File: config.mk
export PLATFORM = sky130hd
export DESIGN_NAME = jump_pred
export DESIGN_NICKNAME = d
export VERILOG_FILES = /design/src/rtl/jump_pred_pkg.sv /design/src/rtl/jump_pred_bht.sv /design/src/rtl/jump_pred.sv
export SDC_FILE = /design/constraint.sdc
export NUM_CORES = 1
export LEC_CHECK = 0
export BUFFER_PORTS_ARGS = -buffer_cell sky130_fd_sc_hd__buf_2
export CAP_MARGIN = 20
export CORE_UTILIZATION = 50
export DETAILED_ROUTE_END_ITERATION = 7
export HOLD_SLACK_MARGIN = 0.15
export PLACE_DENSITY = 0.73
export SYNTH_ARGS = -nofsm -noshare
export SYNTH_HDL_FRONTEND = slang
export SYNTH_HIERARCHICAL = 1
export SYNTH_SLANG_ARGS = --single-unit
File: constraint.sdc
create_clock -name clk -period 2.95 [get_ports clk]
set_clock_uncertainty 0.2 [all_clocks]
set_input_delay 0.295 -clock clk [delete_from_list [all_inputs] [get_ports clk]]
set_output_delay 0.295 -clock clk [all_outputs]
set_load 0.05 [all_outputs]
File: src/rtl/jump_pred_pkg.sv
// Shared types and helpers for the jump predictor and its counter table.
package jump_pred_pkg;

  // Decoded jump type presented by the decode stage.
  typedef enum logic [2:0] {
    NONE = 3'd0,
    B    = 3'd1,
    BE   = 3'd2,
    BLT  = 3'd3,
    BLE  = 3'd4,
    BNE  = 3'd5
  } jump_t;

  // Predictor control states: accept at decode, wait one stage, resolve.
  typedef enum logic [1:0] {
    IDLE    = 2'd0,
    WAIT    = 2'd1,
    RESOLVE = 2'd2
  } fsm_t;

  // Weak not-taken.
  localparam logic [1:0] CTR_RESET = 2'b01;

  // Two-bit saturating counter step toward the resolved outcome.
  function automatic logic [1:0] ctr_next(input logic [1:0] ctr, input logic taken);
    logic [1:0] res;
    res = ctr;
    if (taken && ctr != 2'b11) res = ctr + 2'b01;
    else if (!taken && ctr != 2'b00) res = ctr - 2'b01;
    return res;
  endfunction

endpackage

File: src/rtl/jump_pred_bht.sv
// Branch history table: one 2-bit saturating counter per entry,
// combinational read, synchronous update, synchronous reset to weak not-taken.
module jump_pred_bht
  import jump_pred_pkg::*;
#(
  parameter int IDX_W = 4
) (
  input  logic             clk,
  input  logic             reset,
  input  logic [IDX_W-1:0] rd_idx,
  output logic [1:0]       rd_ctr,
  input  logic             upd_en,
  input  logic [IDX_W-1:0] upd_idx,
  input  logic             upd_taken
);

  localparam int N = 2 ** IDX_W;

  // All counters flattened so each entry is an independent register.
  logic [2*N-1:0] ctr_flat;

  for (genvar gi = 0; gi < N; gi++) begin : g_ctr
    logic [1:0] ctr_q;

    // Reset to weak not-taken; train only the addressed entry.
    always_ff @(posedge clk) begin
      if (reset) begin
        ctr_q <= CTR_RESET;
      end else if (upd_en && upd_idx == IDX_W'(gi)) begin
        ctr_q <= ctr_next(ctr_q, upd_taken);
      end
    end

    assign ctr_flat[2*gi +: 2] = ctr_q;
  end

  assign rd_ctr = ctr_flat[{rd_idx, 1'b0} +: 2];

endmodule

File: src/rtl/jump_pred.sv
// Branch predictor and resolve checker beside the decode stage.
// Predicts conditional jumps from a 2-bit counter table, holds busy until
// the jump resolves two cycles later, flushes and redirects on mispredict.
// Optional statistics counters are enabled by defining JUMP_PRED_STATS_EN.
module jump_pred
  import jump_pred_pkg::*;
#(
  parameter int PC_W  = 16,
  parameter int IDX_W = 4
) (
  input  logic            clk,
  input  logic            reset,
  input  logic            memory_waiting,
  input  logic [2:0]      jump_inst,
  input  logic [PC_W-1:0] pc_decode,
  input  logic [PC_W-1:0] target_decode,
  input  logic            jump,
  output logic            jump_pred_busy,
  output logic            pred_taken,
  output logic [PC_W-1:0] pred_pc,
  output logic            flush_decode,
  output logic [PC_W-1:0] redirect_pc
`ifdef JUMP_PRED_STATS_EN
  ,
  output logic [15:0]     stat_jumps,
  output logic [15:0]     stat_mispred
`endif
);

  fsm_t             state_q, state_d;
  logic [PC_W-1:0]  cap_pc_q, cap_pc_d;
  logic [PC_W-1:0]  cap_tgt_q, cap_tgt_d;
  logic [IDX_W-1:0] cap_idx_q, cap_idx_d;
  logic             cap_pred_q, cap_pred_d;

  logic             is_jump;
  logic [1:0]       rd_ctr;
  logic             upd_en;
  logic             mispred;

  // Types 6 and 7 are not jumps.
  assign is_jump = (jump_inst >= 3'd1) && (jump_inst <= 3'd5);

  jump_pred_bht #(.IDX_W(IDX_W)) u_bht (
    .clk       (clk),
    .reset     (reset),
    .rd_idx    (pc_decode[IDX_W-1:0]),
    .rd_ctr    (rd_ctr),
    .upd_en    (upd_en),
    .upd_idx   (cap_idx_q),
    .upd_taken (jump)
  );

  // Next-state and outputs; a stall holds every register at its current value.
  always_comb begin
    state_d        = state_q;
    cap_pc_d       = cap_pc_q;
    cap_tgt_d      = cap_tgt_q;
    cap_idx_d      = cap_idx_q;
    cap_pred_d     = cap_pred_q;
    jump_pred_busy = 1'b0;
    pred_taken     = 1'b0;
    flush_decode   = 1'b0;
    redirect_pc    = '0;
    upd_en         = 1'b0;
    mispred        = 1'b0;
    case (state_q)
      IDLE: begin
        if (is_jump) begin
          // Unconditional B is always taken; others follow the counter MSB.
          pred_taken = (jump_inst == B) | rd_ctr[1];
          if (!memory_waiting) begin
            cap_pc_d   = pc_decode;
            cap_tgt_d  = target_decode;
            cap_idx_d  = pc_decode[IDX_W-1:0];
            cap_pred_d = pred_taken;
            state_d    = WAIT;
          end
        end
      end
      WAIT: begin
        jump_pred_busy = 1'b1;
        if (!memory_waiting) state_d = RESOLVE;
      end
      RESOLVE: begin
        jump_pred_busy = 1'b1;
        mispred        = (jump != cap_pred_q);
        // Decode contents are ignored here; if flushed, decode re-presents later.
        if (!memory_waiting) begin
          flush_decode = mispred;
          if (mispred) redirect_pc = jump ? cap_tgt_q : cap_pc_q + PC_W'(1);
          upd_en  = 1'b1;
          state_d = IDLE;
        end
      end
      default: state_d = IDLE;
    endcase
  end

  assign pred_pc = pred_taken ? target_decode : pc_decode + PC_W'(1);

  // State and captured-jump registers.
  always_ff @(posedge clk) begin
    if (reset) begin
      state_q    <= IDLE;
      cap_pc_q   <= '0;
      cap_tgt_q  <= '0;
      cap_idx_q  <= '0;
      cap_pred_q <= 1'b0;
    end else begin
      state_q    <= state_d;
      cap_pc_q   <= cap_pc_d;
      cap_tgt_q  <= cap_tgt_d;
      cap_idx_q  <= cap_idx_d;
      cap_pred_q <= cap_pred_d;
    end
  end

`ifdef JUMP_PRED_STATS_EN
  logic [15:0] stat_jumps_q, stat_mispred_q;

  // Saturating counts of resolved jumps and of mispredicts.
  always_ff @(posedge clk) begin
    if (reset) begin
      stat_jumps_q   <= '0;
      stat_mispred_q <= '0;
    end else if (upd_en) begin
      if (stat_jumps_q != 16'hFFFF) stat_jumps_q <= stat_jumps_q + 16'd1;
      if (mispred && stat_mispred_q != 16'hFFFF) stat_mispred_q <= stat_mispred_q + 16'd1;
    end
  end

  assign stat_jumps   = stat_jumps_q;
  assign stat_mispred = stat_mispred_q;
`endif

endmodule

# Word-level counts from Yosys, hierarchy flattened
# Index checks and enable logic that the tools add are counted.
[op_classes]
shifts = 1
muxes = 49
n_reduce_logical = 103
n_bitwise = 2
n_eq_ne = 39
add_sub_neg = 34
n_lt_le_gt_ge = 2
[ops]
columns = ["cell", "count"]
rows = [
  ["$mux 16", 5],
  ["$mux 2", 36],
  ["$reduce_bool 2->1", 32],
  ["$logic_and 1x1->1", 49],
  ["$ne 2x2->1 const B", 20],
  ["$add 16x1->16 const B", 2],
  ["$add 2x1->2 const B", 16],
  ["$eq 4x4->1 const B", 8],
  ["$reduce_and 2->1", 16],
  ["$shiftx 32x6->2", 1],
  ["$sub 2x1->2 const B", 16],
  ["$eq 4x3->1 const B", 4],
  ["$eq 4x2->1 const B", 2],
  ["$mux 1", 7],
  ["$pmux 2 s3", 1],
  ["$eq 4x1->1 const B", 1],
  ["$logic_not 4->1", 1],
  ["$reduce_and 4->1", 1],
  ["$eq 3x1->1 const B", 1],
  ["$ge 3x1->1 const B", 1],
  ["$le 3x3->1 const B", 1],
  ["$reduce_and 3->1", 1],
  ["$eq 2x1->1 const B", 1],
  ["$eq 2x2->1 const B", 1],
  ["6 further kinds", 6],
]
[word_totals]
wordCells = 251
in_bits = 39
ff_bits = 71
out_inout_bits = 35

# Logic depth before layout (Yosys ltp)
[depth]
depth_word = 5
depth_mapped = 9
depth_no_buf = 7

# Cells and area by module
# Netlist, hierarchy kept.
[modules_own_cells]
columns = ["mod", "seq_area_each_um2", "n_inst", "cells_per_inst", "area_per_inst_um2"]
rows = [
  ["jump_pred", 700.7, 1, 314, 2327.2],
  ["jump_pred_bht", 640.6, 1, 243, 2110.8],
]

# Least setup slack after synthesis
# No wires, ideal clock.
[synth_timing]
path_kind = "input port to output port"
startpoint = "input pc_decode[0]"
endpoint = "output pred_pc[0]"
required_ps = 2455
arrival_ps = 2954
stages = 9
path_slack_ps = -499
path_buffers = 2
cell_sequence = "buf_2 mux4_2 a22oi_1 nand3_1 mux2i_1 nor2_1 o21ai_2 buf_2 mux2i_1"
[synth_between]
elab_chain_len = 5
word_cells_on_any_way = 6
cone_classes = "add/sub: 1; shift: 1; mux: 3; bitwise: 1"
[synth_lines]
columns = ["element", "line_no", "rtl"]
rows = [
  ["start: declaration", "jump_pred.sv:15", "input logic [PC_W-1:0] pc_decode,"],
  ["$shiftx 32x6->2", "jump_pred_bht.sv:37", "assign rd_ctr = ctr_flat[{rd_idx, 1'b0} +: 2];"],
  ["named net rd_ctr[1]", "jump_pred.sv:37", "logic [1:0] rd_ctr;"],
  ["$or 1x1->1", "jump_pred.sv:71", "pred_taken = (jump_inst == B) | rd_ctr[1];"],
  ["$mux 1", "jump_pred.sv:69", "if (is_jump) begin"],
  ["$mux 1", "jump_pred.sv:67", "case (state_q)"],
  ["$mux 16", "jump_pred.sv:100", "assign pred_pc = pred_taken ? target_decode : pc_decode + PC_W'(1);"],
  ["end: declaration", "jump_pred.sv:20", "output logic [PC_W-1:0] pred_pc,"],
]
# The timed path passes the listed nets, and every way through them passes these cells.

# Worst setup path in the final report
[layout_timing]
startpoint = "register u_bht.g_ctr[2].ctr_q[1]"
endpoint = "output pred_pc[5]"
[layout_between]
elab_chain_len = 5
[layout_lines]
columns = ["element", "line_no", "rtl"]
rows = [
  ["start: declaration", "jump_pred_bht.sv:23", "logic [1:0] ctr_q;"],
  ["start signal: assignment", "jump_pred_bht.sv:30", "ctr_q <= ctr_next(ctr_q, upd_taken);"],
  ["$shiftx 32x6->2", "jump_pred_bht.sv:37", ""],
  ["named net rd_ctr[1]", "jump_pred.sv:37", ""],
  ["$or 1x1->1", "jump_pred.sv:71", ""],
  ["$mux 1", "jump_pred.sv:69", ""],
  ["$mux 1", "jump_pred.sv:67", ""],
  ["$mux 16", "jump_pred.sv:100", ""],
]
# The timed path passes the listed nets, and every way through them passes these cells.

==> results.py <==
metrics = {
    "route": {
        "wl_per_cell_um": 19.5,
        "vias": 4829,
        "via_per_inst": 6.43,
        "postRouteAntennaNets": 0,
        "drc": 0,
        "routed_wl_um": 14700,
        "drt_first_pass_iters": 5,
        "drtIter0Drc": 550,
    },
    "worst_setup_path": {
        "start_kind": "flip-flop",
        "crit_type": "reg -> out",
        "cp_data_arrival_time_ns": 2.66,
        "worst_ep_required_time_ns": 2.46,
        "critPathMostFrequentCell": "buf_6",
        "critPathMaxStageDelay_ns": 0.47,
        "crit_chain": "mux4_2 -> a22oi_2 -> nand3_2 -> mux2i_1 -> nor2_1 -> o21ai_2 -> buf_6 -> clkbuf_16 -> buf_12 -> mux2i_4 -> buf_6",
        "rr_worst_depth": 5,
        "cp-end-kind": "output pin",
        "cpMaxStageDelayCell": "mux4_2",
        "crit_fanout": 7,
    },
    "finish": {
        "finish.utilization": 0.665,
        "final_area_sq_um": 5520,
        "drive_gt1_frac": 0.231,
        "n_antenna_cell": 0,
        "finalNonFillerCells": 751,
        "final_nets": 687,
        "syn_to_final_growth_pct": 27.6,
    },
    "status": {
        "violations": "setup timing",
        "status": "finished, violations left",
    },
    "global_routing": {
        "grt_pass1_vias": 4423,
        "globalRoute.totalOverflow": 0,
        "grt_pass1_wl_um": 22100,
        "grt_usage": 0.319,
        "grt_max_degree": 70,
        "antenna_found_initial": 0,
    },
    "power_and_ir_drop": {
        "vdd_drop_max_uv": 548,
        "power_mw": 2.99,
        "p_per_area_nw_per_um2": 541,
        "p_leak_nw": 2.29,
    },
    "floorplanning": {
        "die-area_sq_um": 9030,
        "io_pins": 74,
        "die_x_um": 95.0,
        "die_h_um": 95.0,
        "rows": 33,
        "core-area_sq_um": 8300,
        "start_util": 0.521,
    },
    "cts": {
        "cts_tree": "built",
        "clk_path_buf_depth": 2,
        "root_buffer": "clkbuf_8",
        "htreeDepth": 3,
        "insertion_delay_ns": 0.35,
        "cts_buffers": 9,
        "clkSinkCount": 67,
        "clk_pin_slew_ns": 0.08,
    },
    "placement": {
        "numPortBuffers": 73,
        "place_congestion": 0.850,
        "placed_cell_area_sq_um": 4750,
        "dpl.hpwl_um": 8640,
        "place_inst": 697,
        "dp_slack_ns": 0.00725,
    },
    "yosys": {
        "synth.avg_cell_area_sq_um": 7.88,
        "syn-num-nets": 595,
        "ys_warn_count": 6,
        "syn_area_sq_um": 4330,
        "netlist_instances": 549,
    },
    "sta": {
        "setup_violations": 16,
        "holdWs_ns": 0.257,
        "hold_viol_final": 0,
        "finalSetupTns_ns": -2.66,
        "timing.final.ws_setup_ns": -0.200,
        "worst_pin_slew_ns": 1.18,
        "fmax_ghz": 0.317,
        "post-route-period-util": 1.07,
        "maxSlewViolCount": 0,
        "rsz0062_at_grt": "yes",
        "min_period_ns": 3.15,
        "slew_headroom": 0.215,
    },
    "worst_hold_path": {
        "worstHoldPathCells": 2,
        "hold_class": "reg -> reg",
    },
    "flow_run": {
        "maxCapViolCount": 0,
    },
}
-- worst paths after layout --
check	start	to	slack, ns
max	u_bht/g_ctr[2].ctr_q[1]	pred_pc[5]	-0.20
min	cap_tgt_q[13]	cap_tgt_q[13]	0.26
max reg2reg	state_q[0]	cap_pc_q[7]	0.48
min reg2reg	cap_tgt_q[13]	cap_tgt_q[13]	0.26
-- cell usage in the layout, fill, tap and decap left out, types with 4 or more instances in the layout --
cell	n
mux2i_1	4
ha_1	7
buf_6	14
dfxtp_1	63
o21ai_0	42
nor2_1	8
a21oi_1	57
and3b_1	5
a2111oi_0	6
a2111oi_2	9
xnor2_1	16
mux2_2	10
nand2_1	81
nand3_1	14
o211a_1	4
o31ai_1	17
nor2b_1	6
nand4_1	21
nor3_1	9
clkbuf_8	10
buf_4	12
nand2b_1	8
mux4_2	4
a31oi_1	17
inv_1	27
nor4_1	23
dlygate4sd3_1	33
mux2_4	4
xor2_1	11
buf_2	57
-- area by class of cell --
| type | count | area [sq um] |
|---|---|---|
| fillers | 631 | 2780 |
| multi-input cells | 414 | 2740 |
| flip-flops and latches | 67 | 1350 |
| repair buffers | 122 | 973 |
| clock buffers | 10 | 138 |
| well taps | 105 | 131 |
| inverters | 27 | 101 |
| clock inverters | 6 | 88.8 |
-- what timing repair did --
item / 4_1_cts / 5_1_grt
resized for setup: 39 / 10
endpoints found under the hold margin: 43 / 0
pin swaps: 1 / 0
setup endpoints to repair: 16 / 25
setup buffers: 4 / 1
gates cloned: 0 / 1
hold buffers: 33 / 0
-- where the power goes --
part	leakage [nW]	internal, mW	switching (mW)	total [mW]
registers	0.547	0.994	0.0897	1.08
logic	1.63	0.373	0.644	1.02
clock network	0.108	0.499	0.390	0.888
total	2.29	1.87	1.12	2.99
-- critical path, delay by kind of cell (launching register included) --
kind	cells	cell delay (ns)
compound gates	2	0.33
buf+inv	4	0.59
flops	1	0.35
mux	3	0.83
simple gates	2	0.20
-- registers in the layout (all words and copies together), names as in the netlist --
name               cells
cap_pred_q             1
cap_pc_q              16
state_q                2
cap_tgt_q             16
u_bht/g_ctr.ctr_q     32
-- per-layer routing --
layer | part of all wire | up-vias | track usage
met5 | 0 | - | 0
met4 | 0.045 | 0 | 0.158
met3 | 0.092 | 73 | 0.0734
met2 | 0.46 | 276 | 0.488
met1 | 0.40 | 2285 | 0.421
li1 | - | 2195 | -
(Power assumes the default switching activity.)
